`src/rtl/reg_bus_arbiter.sv`:
```
// Two-requester register bus arbiter. Round-robin grant, one downstream
// transfer at a time, with an optional response timeout.
module reg_bus_arbiter #(
  parameter int unsigned TIMEOUT = 64
) (
  input  logic        clk,
  input  logic        rst_n,

  input  logic        m0_valid,
  input  logic        m0_read,
  input  logic [15:0] m0_addr,
  input  logic [7:0]  m0_wdata,
  output logic [7:0]  m0_rdata,
  output logic        m0_ready,
  output logic        m0_err,

  input  logic        m1_valid,
  input  logic        m1_read,
  input  logic [15:0] m1_addr,
  input  logic [7:0]  m1_wdata,
  output logic [7:0]  m1_rdata,
  output logic        m1_ready,
  output logic        m1_err,

  output logic        s_valid,
  output logic        s_read,
  output logic [15:0] s_addr,
  output logic [7:0]  s_wdata,
  input  logic [7:0]  s_rdata,
  input  logic        s_ready,
  input  logic        s_err,

  output logic [1:0]  grant
);

  // state | meaning
  // IDLE  | waiting for a request; arbitrate and capture on the next edge
  // BUSY  | downstream request driven from captured fields, timeout counting
  // DONE  | one-cycle completion pulse to the owner
  typedef enum logic [1:0] {
    IDLE = 2'd0,
    BUSY = 2'd1,
    DONE = 2'd2
  } state_t;

  localparam logic [15:0] LP_TIMEOUT = TIMEOUT[15:0];

  state_t      r_state;
  state_t      w_state_nxt;

  logic        r_owner;
  logic        r_last;
  logic        r_read;
  logic [15:0] r_addr;
  logic [7:0]  r_wdata;
  logic [7:0]  r_rdata;
  logic        r_err;
  logic [15:0] r_cnt;

  logic        w_any;
  logic        w_win;
  logic [15:0] w_cnt_inc;
  logic        w_timeout;
  logic        w_busy;
  logic        w_done;

  assign w_any     = m0_valid | m1_valid;
  // On contention the requester not served last wins; otherwise whoever asks.
  assign w_win     = (m0_valid & m1_valid) ? ~r_last : m1_valid;
  assign w_cnt_inc = r_cnt + 16'd1;
  assign w_timeout = (TIMEOUT != 0) && (w_cnt_inc == LP_TIMEOUT);

  always_ff @(posedge clk or negedge rst_n) begin
    if (!rst_n) begin
      r_state <= IDLE;
    end else begin
      r_state <= w_state_nxt;
    end
  end

  always_comb begin
    w_state_nxt = r_state;
    case (r_state)
      IDLE: begin
        if (w_any) begin
          w_state_nxt = BUSY;
        end
      end
      BUSY: begin
        if (s_ready || w_timeout) begin
          w_state_nxt = DONE;
        end
      end
      DONE: begin
        w_state_nxt = IDLE;
      end
      default: begin
        w_state_nxt = IDLE;
      end
    endcase
  end

  always_ff @(posedge clk or negedge rst_n) begin
    if (!rst_n) begin
      r_owner <= 1'b0;
      r_last  <= 1'b1;
      r_read  <= 1'b0;
      r_addr  <= 16'h0000;
      r_wdata <= 8'h00;
      r_rdata <= 8'h00;
      r_err   <= 1'b0;
      r_cnt   <= 16'h0000;
    end else begin
      case (r_state)
        IDLE: begin
          if (w_any) begin
            r_owner <= w_win;
            r_last  <= w_win;
            r_read  <= w_win ? m1_read  : m0_read;
            r_addr  <= w_win ? m1_addr  : m0_addr;
            r_wdata <= w_win ? m1_wdata : m0_wdata;
            r_rdata <= 8'h00;
            r_err   <= 1'b0;
            r_cnt   <= 16'h0000;
          end
        end
        BUSY: begin
          r_cnt <= w_cnt_inc;
          // A real response beats a timeout landing in the same cycle.
          if (s_ready) begin
            r_rdata <= s_rdata;
            r_err   <= s_err;
          end else if (w_timeout) begin
            r_rdata <= 8'h00;
            r_err   <= 1'b1;
          end
        end
        default: begin
        end
      endcase
    end
  end

  assign w_busy = (r_state == BUSY);
  assign w_done = (r_state == DONE);

  assign s_valid = w_busy;
  assign s_read  = w_busy & r_read;
  assign s_addr  = w_busy ? r_addr  : 16'h0000;
  assign s_wdata = w_busy ? r_wdata : 8'h00;
  assign grant   = w_busy ? (r_owner ? 2'b10 : 2'b01) : 2'b00;

  assign m0_ready = w_done & ~r_owner;
  assign m1_ready = w_done & r_owner;
  assign m0_rdata = m0_ready ? r_rdata : 8'h00;
  assign m1_rdata = m1_ready ? r_rdata : 8'h00;
  assign m0_err   = m0_ready & r_err;
  assign m1_err   = m1_ready & r_err;

endmodule

```
`config.mk`:
```
export PLATFORM = sky130hd
export DESIGN_NAME = reg_bus_arbiter
export DESIGN_NICKNAME = d
export VERILOG_FILES = /design/src/rtl/reg_bus_arbiter.sv
export SDC_FILE = /design/constraint.sdc
export NUM_CORES = 1
export LEC_CHECK = 0
export CORE_UTILIZATION = 41
export DETAILED_ROUTE_END_ITERATION = 8
export PLACE_DENSITY = 0.87
export SYNTH_ARGS = -nofsm -noshare
export SYNTH_HDL_FRONTEND = slang
export SYNTH_SLANG_ARGS = --single-unit
```
`constraint.sdc`:
```
create_clock -name clk -period 2.4 [get_ports clk]
set_clock_uncertainty 0.2 [all_clocks]
set_input_delay 0.48 -clock clk [delete_from_list [all_inputs] [get_ports clk]]
set_output_delay 0.48 -clock clk [all_outputs]
set_load 0.01 [all_outputs]
```
Word level (Yosys, flattened, before mapping)

Index checks and enable logic that the tools add are counted.

Register bits: 54
Bits of input ports: 64
Logic and storage cells: 55

Add/subtract/negate cells: 1
Eq/ne operators: 6
Mux-type cells: 23
Bitwise gates (word level): 9
Reduce and logical (&&, ||, !) cells: 7

Operators by type and width:

| operator                                                          | number |
|---|---|
| 8-bit two-way mux                                                 | 7 |
| 16-bit two-way mux                                                | 3 |
| 16-bit one-hot mux with 2 select lines                            | 1 |
| 16-bit by 1-bit adder with 16-bit output (second input constant)  | 1 |
| 16-bit by 7-bit == test with 1-bit output (second input constant) | 1 |
| 8-bit one-hot mux with 2 select lines                             | 1 |
| 2-bit two-way mux                                                 | 4 |
| 1-bit bitwise AND                                                 | 6 |
| 2-bit AND reduction                                               | 3 |
| 1-bit two-way mux                                                 | 5 |
| 2-bit one-hot mux with 2 select lines                             | 1 |
| 3-bit != test (second input constant)                             | 1 |
| 3-bit AND reduction                                               | 1 |
| 2-bit by 1-bit == test with 1-bit output (second input constant)  | 1 |
| 2-bit == test (second input constant)                             | 1 |
| 2-bit logical NOT                                                 | 1 |
| 2-bit by 1-bit != test with 1-bit output (second input constant)  | 1 |
| 2-bit != test (second input constant)                             | 1 |
| 1-bit inverter                                                    | 2 |
| 1-bit one-hot mux with 2 select lines                             | 1 |
| 2-bit nonzero test                                                | 1 |
| 1-bit logical OR                                                  | 1 |
| 1-bit OR                                                          | 1 |

Longest topological paths before layout

Gate-level depths: netlist of the first run.

Depth in word-level cells: 5
Mapped depth: 10

Worst setup path after synthesis of the first run

Ideal clock, no wire load.

Path type: reg-to-reg
Start point: register r_cnt[0]
End point: register r_err
Data arrival time: 1,999 ps
Path slack: 82 ps
Cell stages (with the launch flop): 10
Buffers on the path: 3
Clock period less this slack: 2,318 ps
Path through: dfrtp_1 ha_1 and4_1 buf_4 and4_1 buf_2 a31o_1 a41o_1 buf_6 o21a_1

Word-level cells in the longest chain between the ends: 4

RTL lines:

| item                                      | line | RTL |
|---|---|---|
| from (decl)                               | 58   | `logic [15:0] r_cnt;` |
| from (signal assigned)                    | 128  | `r_cnt <= w_cnt_inc;` |
| 16-bit by 1-bit adder with 16-bit output  | 70   | `assign w_cnt_inc = r_cnt + 16'd1;` |
| 16-bit by 7-bit == test with 1-bit output | 71   | `assign w_timeout = (TIMEOUT != 0) && (w_cnt_inc == LP_TIMEOUT);` |
| 3-bit != test (no line)                   | -    |  |
| 3-bit AND reduction (no line)             | -    |  |
| to (signal assigned)                      | 132  | `r_err <= s_err;` |
| to (decl)                                 | 57   | `logic r_err;` |

No other way between the ends.
A chain may end at the register's enable or synchronous reset.

Final worst setup path of the first run

Start point: register r_state[0]
End point: output m0_ready

Word-level cells in the longest chain between the ends: 2

RTL lines:

| item                   | line | RTL |
|---|---|---|
| from (decl)            | 48   | `state_t r_state;` |
| from (signal assigned) | 77   | `r_state <= w_state_nxt;` |
| 2-bit == test          | 145  | `assign w_done = (r_state == DONE);` |
| 1-bit bitwise AND      | 153  | `assign m0_ready = w_done & ~r_owner;` |
| to (decl)              | 14   | `output logic m0_ready,` |

No other way between the ends.

==> impl_metrics.toml, run 1 <==
[run_status]
outcome = "finished, final reports clean"

[placement]
dp_hpwl_um = 5930
portBuffers = 111
gp_congestion = 0.851
preCtsSetupSlack_ps = 64.9
placed_area_sq_um = 4390

[logic_synthesis]
yosysWarnings = 0
synth_cells = 342
synth_top_area_share_pct = 43.1
ys_ff_latch = 54
synthArstFlopShare_pct = 100
yosys-top-cells-area = "dfrtp_1, and2_1, mux2i_1, o21ai_0, nand2_1"
synth_cell_types = 43
yosysMostFrequentCell = "dfrtp_1"
synthTopCellsByCount = "dfrtp_1, and2_1, o21ai_0"
yosysSeqAreaShare_pct = 43.9
synth_area_per_cell_sq_um = 9.00
yosysTopAreaCell = "dfrtp_1"
syn_nets = 408
syn-cell-area_sq_um = 3080
yosys_most_used_dff = "dfrtp_1"
synth_enable_flop_cells = 0

[clock_network]
cts_buffers = 5
clock_latency_ps = 320
cts_root_buf = "clkbuf_8"
h-tree-depth = 2
cts_tree = "done"
clkTransAtPathRegs_ps = 100
cts_num_sinks = 54
clockBufferDepth = 2

[global_route]
antenna_found_initial = 0
grt_pass1_vias = 2987
grt_pass1_wl_um = 13600
grt_max_degree = 51
grt_use_total_pct = 22.2
overflow = 0

[critical_path]
cp-end-kind = "output port"
worstSetupPathType = "reg -> out"
critical_path.max_fanout = 5
crit_arrival_ps = 1680
critPathRequiredTime_ps = 1720
worst_setup_path_start_kind = "flip-flop"

[die]
pin_count = 112
rows = 31
die_w_um = 88.7
fp.dieH_um = 88.7
initial_core_util_pct = 42.5
core_area_sq_um = 7250
die_area_sq_um = 7860

[timing]
max_slew_margin_pct = 70.2
hold_viol = 0
worst_slack_ps = 42.5
rsz0062_at_grt = "yes"
worstMarginPinSlew_ps = 447
finalSetupViolCount = 0
min_period_ps = 2360
report.final.slew_viol_count = 0
max_freq_mhz = 424
period_share_pct = 98.2

[final_layout]
layout.nets = 521
syn_to_final_growth_pct = 47.3
final_area_sq_um = 4530
drive_above_1_share_pct = 10.7
antenna_cells = 0

[route]
avgRoutedWirePerCell_um = 15.1
drtIter0Drc = 154
drt-vias-per-instance = 5.40
via_count = 2998
ant_nets = 0
wl_um = 8400
route.detailed.drc = 0
drt_first_pass_iters = 4

[min_path]
hold_class = "reg -> reg"

[power]
leakagePower_nw = 2.10
power_switching_mw = 1.50
ir_drop_mv = 0.426
p_int_mw = 2.42
combPwrFrac_pct = 48.0
p_seq_share_pct = 37.4
power_density_nw_per_um2 = 863
swShare_pct = 38.2
p_clk_share_pct = 14.6

[job]
cap_violations = 0
[cell usage in the layout (no fill, tap or decap), types with 3 or more instances in the layout]
master           synthesis  routed
o21ai_0                 46      46
nor2_1                  12      12
a31oi_1                  7       7
and4_1                   5       4
and2_1                  48      48
nand2_1                 43      43
a21oi_1                  3       3
o21ai_1                 10       9
buf_4                    3      16
dfrtp_2                  0       3
o31ai_1                  6       6
mux2i_1                 25      25
nand3_1                  3       3
nand4_1                  9       9
buf_12                   0       5
clkdlybuf4s15_1          0       3
dlygate4sd2_1            0      42
clkbuf_8                 0       7
a22oi_1                  8       8
clkdlybuf4s50_1          0      64
dfrtp_1                 53      50
nor3_1                   3       3
[power by group through the flow]
| stage | combinational [mW] | clock [mW] | sequential (mW) |
|---|---|---|---|
| after floorplan | 1.04 | 0 | 1.39 |
| after global placement | 1.83 | 0 | 1.44 |
| after detailed placement | 1.89 | 0 | 1.47 |
| after CTS | 1.81 | 0.578 | 1.45 |
| after global routing | 2.08 | 0.625 | 1.51 |
| final | 1.88 | 0.569 | 1.46 |
[per-stage QoR]
step / std cells / hold WS [ps] / setup TNS (ps) / util (%) / total power, mW
2_1_floorplan: 342 / -15.6 / 0 / - / 2.43
3_3_place_gp: 540 / 228 / 0 / 60.5 / 3.27
3_5_place_dp: 540 / 231 / 0 / 60.5 / 3.37
4_1_cts: 552 / 285 / 0 / 61.8 / 3.84
5_1_grt: 555 / 314 / -15.6 / 62.5 / 4.22
6_report: 555 / 278 / 0 / 62.5 / 3.91
[routing by layer]
layer / share of wire [%] / global-route usage (%)
met1: 41 / 26.8
met2: 52 / 38.9
met3: 5.7 / 5.32
met4: 1.1 / 7.04
met5: 0 / 0
[flip-flops by register name, summed over array words and instances, names as in the netlist]
signal and flops:
r_addr 16, r_cnt 16, r_err 1, r_last 1
r_owner 1, r_rdata 8, r_read 1, r_state 2
r_wdata 8
[critical path, stage by stage (launching register included)]
cell and delay (ps):
dfrtp_1 450, nor3b_2 210, buf_4 160, clkdlybuf4s50_1 530
[cells by family after synthesis]
group                    Yosys count  share of synthesized area (%)
AO/OA/AOI/OAI                     92                           17.8
XOR/XNOR                           3                          0.853
adder cells (fa/ha/maj)            2                          0.813
buffers and inverters             31                           4.71
flip-flops                        54                           43.9
multiplexers                      27                           8.86
AND/OR/NAND/NOR                  133                           23.0
[area by class of cell]
class                           instances  area, sq um
Fill cell                             621         2720
Inverter                                1         3.75
Timing Repair Buffer                  136         1330
Sequential cell                        54         1360
Clock buffer                            7         96.3
Tap cell                               99          124
Clock inverter                          1         8.76
Multi-Input combinational cell        257         1620
[repair_timing]
item	4_1_cts	5_1_grt
hold buffers	1	0
pin swaps	0	1
resized for setup	51	10
setup buffers	3	2
gates cloned	0	1
hold endpoints to repair	17	0
setup endpoints to repair	48	39
[worst paths after layout]
| path | start | end | slack (ps) | depth (start not counted) |
|---|---|---|---|---|
| max | r_state[0] | m0_ready | 40 | 3 |
| min reg2reg | r_addr[11] | r_addr[11] | 280 | 2 |
| min in group asynchronous | rst_n | r_addr[5] | 440 | 2 |
| max in group asynchronous | rst_n | r_last | 960 | 3 |
| min | r_addr[11] | r_addr[11] | 280 | 2 |
| max reg2reg | r_cnt[1] | r_err | 70 | 8 |
(Power assumes the default switching activity.)
==> inputs of run 2 (changes only) <==
Settings changed: CORE_UTILIZATION 41 to 45, GPL_TIMING_DRIVEN from default to 0, PLACE_DENSITY 0.87 to 0.91, SETUP_SLACK_MARGIN from default to 0.15.
Clock period 2.4 ns to 2.2 ns, I/O delays scaled along.
==> run 2 against run 1 <==
The flow now finishes with violations (DRC, setup timing); flip-flop and latch count unchanged; critical path depth increased by 7; cell area increased by 16%; total power increased by 49%; critical endpoint is now r_state[0]; sequential share of layout area decreased by 4.1 points.
==> impl_metrics.toml, run 2 (synthesis results as in run 1) <==
[run_status]
outcome = "finished, violations left"
violations = "DRC, setup timing"

[final_layout]
syn_to_final_growth_pct = 70.9
top_regs = "r_addr: 16 flops, r_cnt: 16 flops"
layout.nets = 571
final_cells = 583
fin_util_pct = 81.0
fill_cells = 309
antenna_cells = 0
final_common_cell = "buf_6"
drive_above_1_share_pct = 38.9
final_area_sq_um = 5260
layout_common_cells = "buf_6, clkdlybuf4s50_1, dfrtp_1"
multi_input_area_sq_um = 1800
register_area_sq_um = 1360

[critical_path]
worstPathCellList = "ha_4, and4_1, buf_6, and4_1, buf_6, nor3_2, a31o_1, a41o_1, buf_4, o21ai_1"
slowest_stage = "dfrtp_2"
critPathRequiredTime_ps = 2170
critPathMaxStageDelay_ps = 460
path_delay_family = "simple AND/OR/NAND/NOR gates"
crit_arrival_ps = 2360
cp-end-kind = "flip-flop"
rrSetupSlack_ps = -190
r2r_end = "r_state[0]"
worst_setup_path_start_kind = "flip-flop"
critical_path.max_fanout = 5
timing.rr.start = "r_cnt[1]"
startpoint = "r_cnt[1]"
reg2regPathDepth = 10
critPathBufInv = 3
worstSetupPathType = "reg -> reg"

[power]
leakagePower_nw = 2.39
power_density_nw_per_um2 = 1110
ir_drop_mv = 0.730

[clock_network]
cts_buffers = 5
clockBufferDepth = 2
cts_tree = "done"
cts_num_sinks = 54
clkTransAtPathRegs_ps = 100
cts_root_buf = "clkbuf_8"
clock_latency_ps = 310
h-tree-depth = 2

[placement]
dp_hpwl_um = 6230
placed_area_sq_um = 4330
place_inst = 531
gp_congestion = 0.851
portBuffers = 111

[die]
pin_count = 112
fp.dieH_um = 84.7
core_area_sq_um = 6490
die_w_um = 84.7
initial_core_util_pct = 47.4
die_area_sq_um = 7180
rows = 29

[route]
drt_first_pass_iters = 9
top_layer_used = "met4"
drtIter0Drc = 486
avgRoutedWirePerCell_um = 21.6
route.detailed.drc = 1
ant_nets = 0
drt-vias-per-instance = 6.23
met1_length_um = 4390
wl_um = 12600
wl_met3_um = 1110
met2_length_um = 6380
via_count = 3634

[timing]
rsz0062_at_grt = "yes"
setup_tns_ps = -4610
worst_slack_ps = -195
max_freq_mhz = 418
report.final.slew_viol_count = 0
hold_viol = 0
whs_ps = 296
period_share_pct = 109
finalSetupViolCount = 39
max_slew_margin_pct = 61.7
min_period_ps = 2390
worstMarginPinSlew_ps = 574

[global_route]
antenna_found_initial = 0
overflow = 0
grt_pass1_vias = 3450
grt_max_degree = 41
grt_use_total_pct = 32.0
grt_pass1_wl_um = 17600

[min_path]
hold_class = "reg -> reg"
whs_endpoint = "r_wdata[1]"
min_from = "r_wdata[1]"
holdPathStages = 2

[job]
cap_violations = 0
-- run 2: cell types whose count changed in the layout (fill, tap and decap cells not counted), sizes merged --
cell           change
buf               +88
bufinv             +2
clkbuf             +8
clkdlybuf4s15      -3
clkdlybuf4s50      -2
dlygate4sd2       -42
inv                -1
-- run 2: area by class of cell --
| cell class | instances | share of cell area (%) |
|---|---|---|
| Clock inverter | 2 | 1.14 |
| Timing Repair Buffer | 158 | 30.3 |
| Buffer | 28 | 4.88 |
| Inverter | 1 | 0.309 |
| Clock buffer | 6 | 1.57 |
| Tap cell | 77 | 1.83 |
| Multi-Input combinational cell | 257 | 34.1 |
| Sequential cell | 54 | 25.8 |
-- run 2: repair_timing --
| item | 4_1_cts | 5_1_grt |
|---|---|---|
| resized for setup | 291 | 79 |
| hold buffers | 1 | 0 |
| buffers inserted | 30 | 10 |
| gates cloned | 5 | 0 |
| setup endpoints to repair | 79 | 93 |
| hold endpoints to repair | 14 | 0 |
| pin swaps | 20 | 10 |
-- run 2: how the worst max path moves through the flow --
stage | endpoint | depth (start not counted)
final | r_state[0] | 10
after global routing | r_state[0] | 9
after CTS | r_err | 10
after detailed placement | s_wdata[7] | 6
after global placement | r_cnt[1] | 1
after floorplan | r_err | 10
-- run 2: stage by stage --
stage / worst slack [ps] / power (mW)
after floorplan: 38.7 / 2.67
after global placement: -1280 / 3.54
after detailed placement: -647 / 3.64
after CTS: -78.9 / 5.26
after global routing: -214 / 6.09
final: -195 / 5.84
-- run 2: power by group --
group / switching, mW / internal (mW) / leakage (nW)
logic: 1.57 / 1.78 / 1.62
clock network: 0.335 / 0.485 / 0.0714
registers: 0.321 / 1.35 / 0.690
total: 2.22 / 3.62 / 2.39
-- run 2: metal layers --
| metal | GRT usage (%) | vias to the layer above |
|---|---|---|
| met5 | 0 | - |
| met4 | 14.5 | 0 |
| met3 | 6.59 | 82 |
| met2 | 57.3 | 283 |
| met1 | 36.7 | 1737 |
| li1 | - | 1532 |
-- run 2: tightest hold or removal path, delay by kind of cell, from the launching register on --
family          cells  cell delay [ps]
flops               1              360
compound gates      1               60
simple gates        1               50
==> inputs of run 3 (changes only) <==
Settings changed: HOLD_SLACK_MARGIN from default to 0.02.
==> results of run 3 <==
Same layout as run 2: the final DEF is identical, and so are final timing and power.
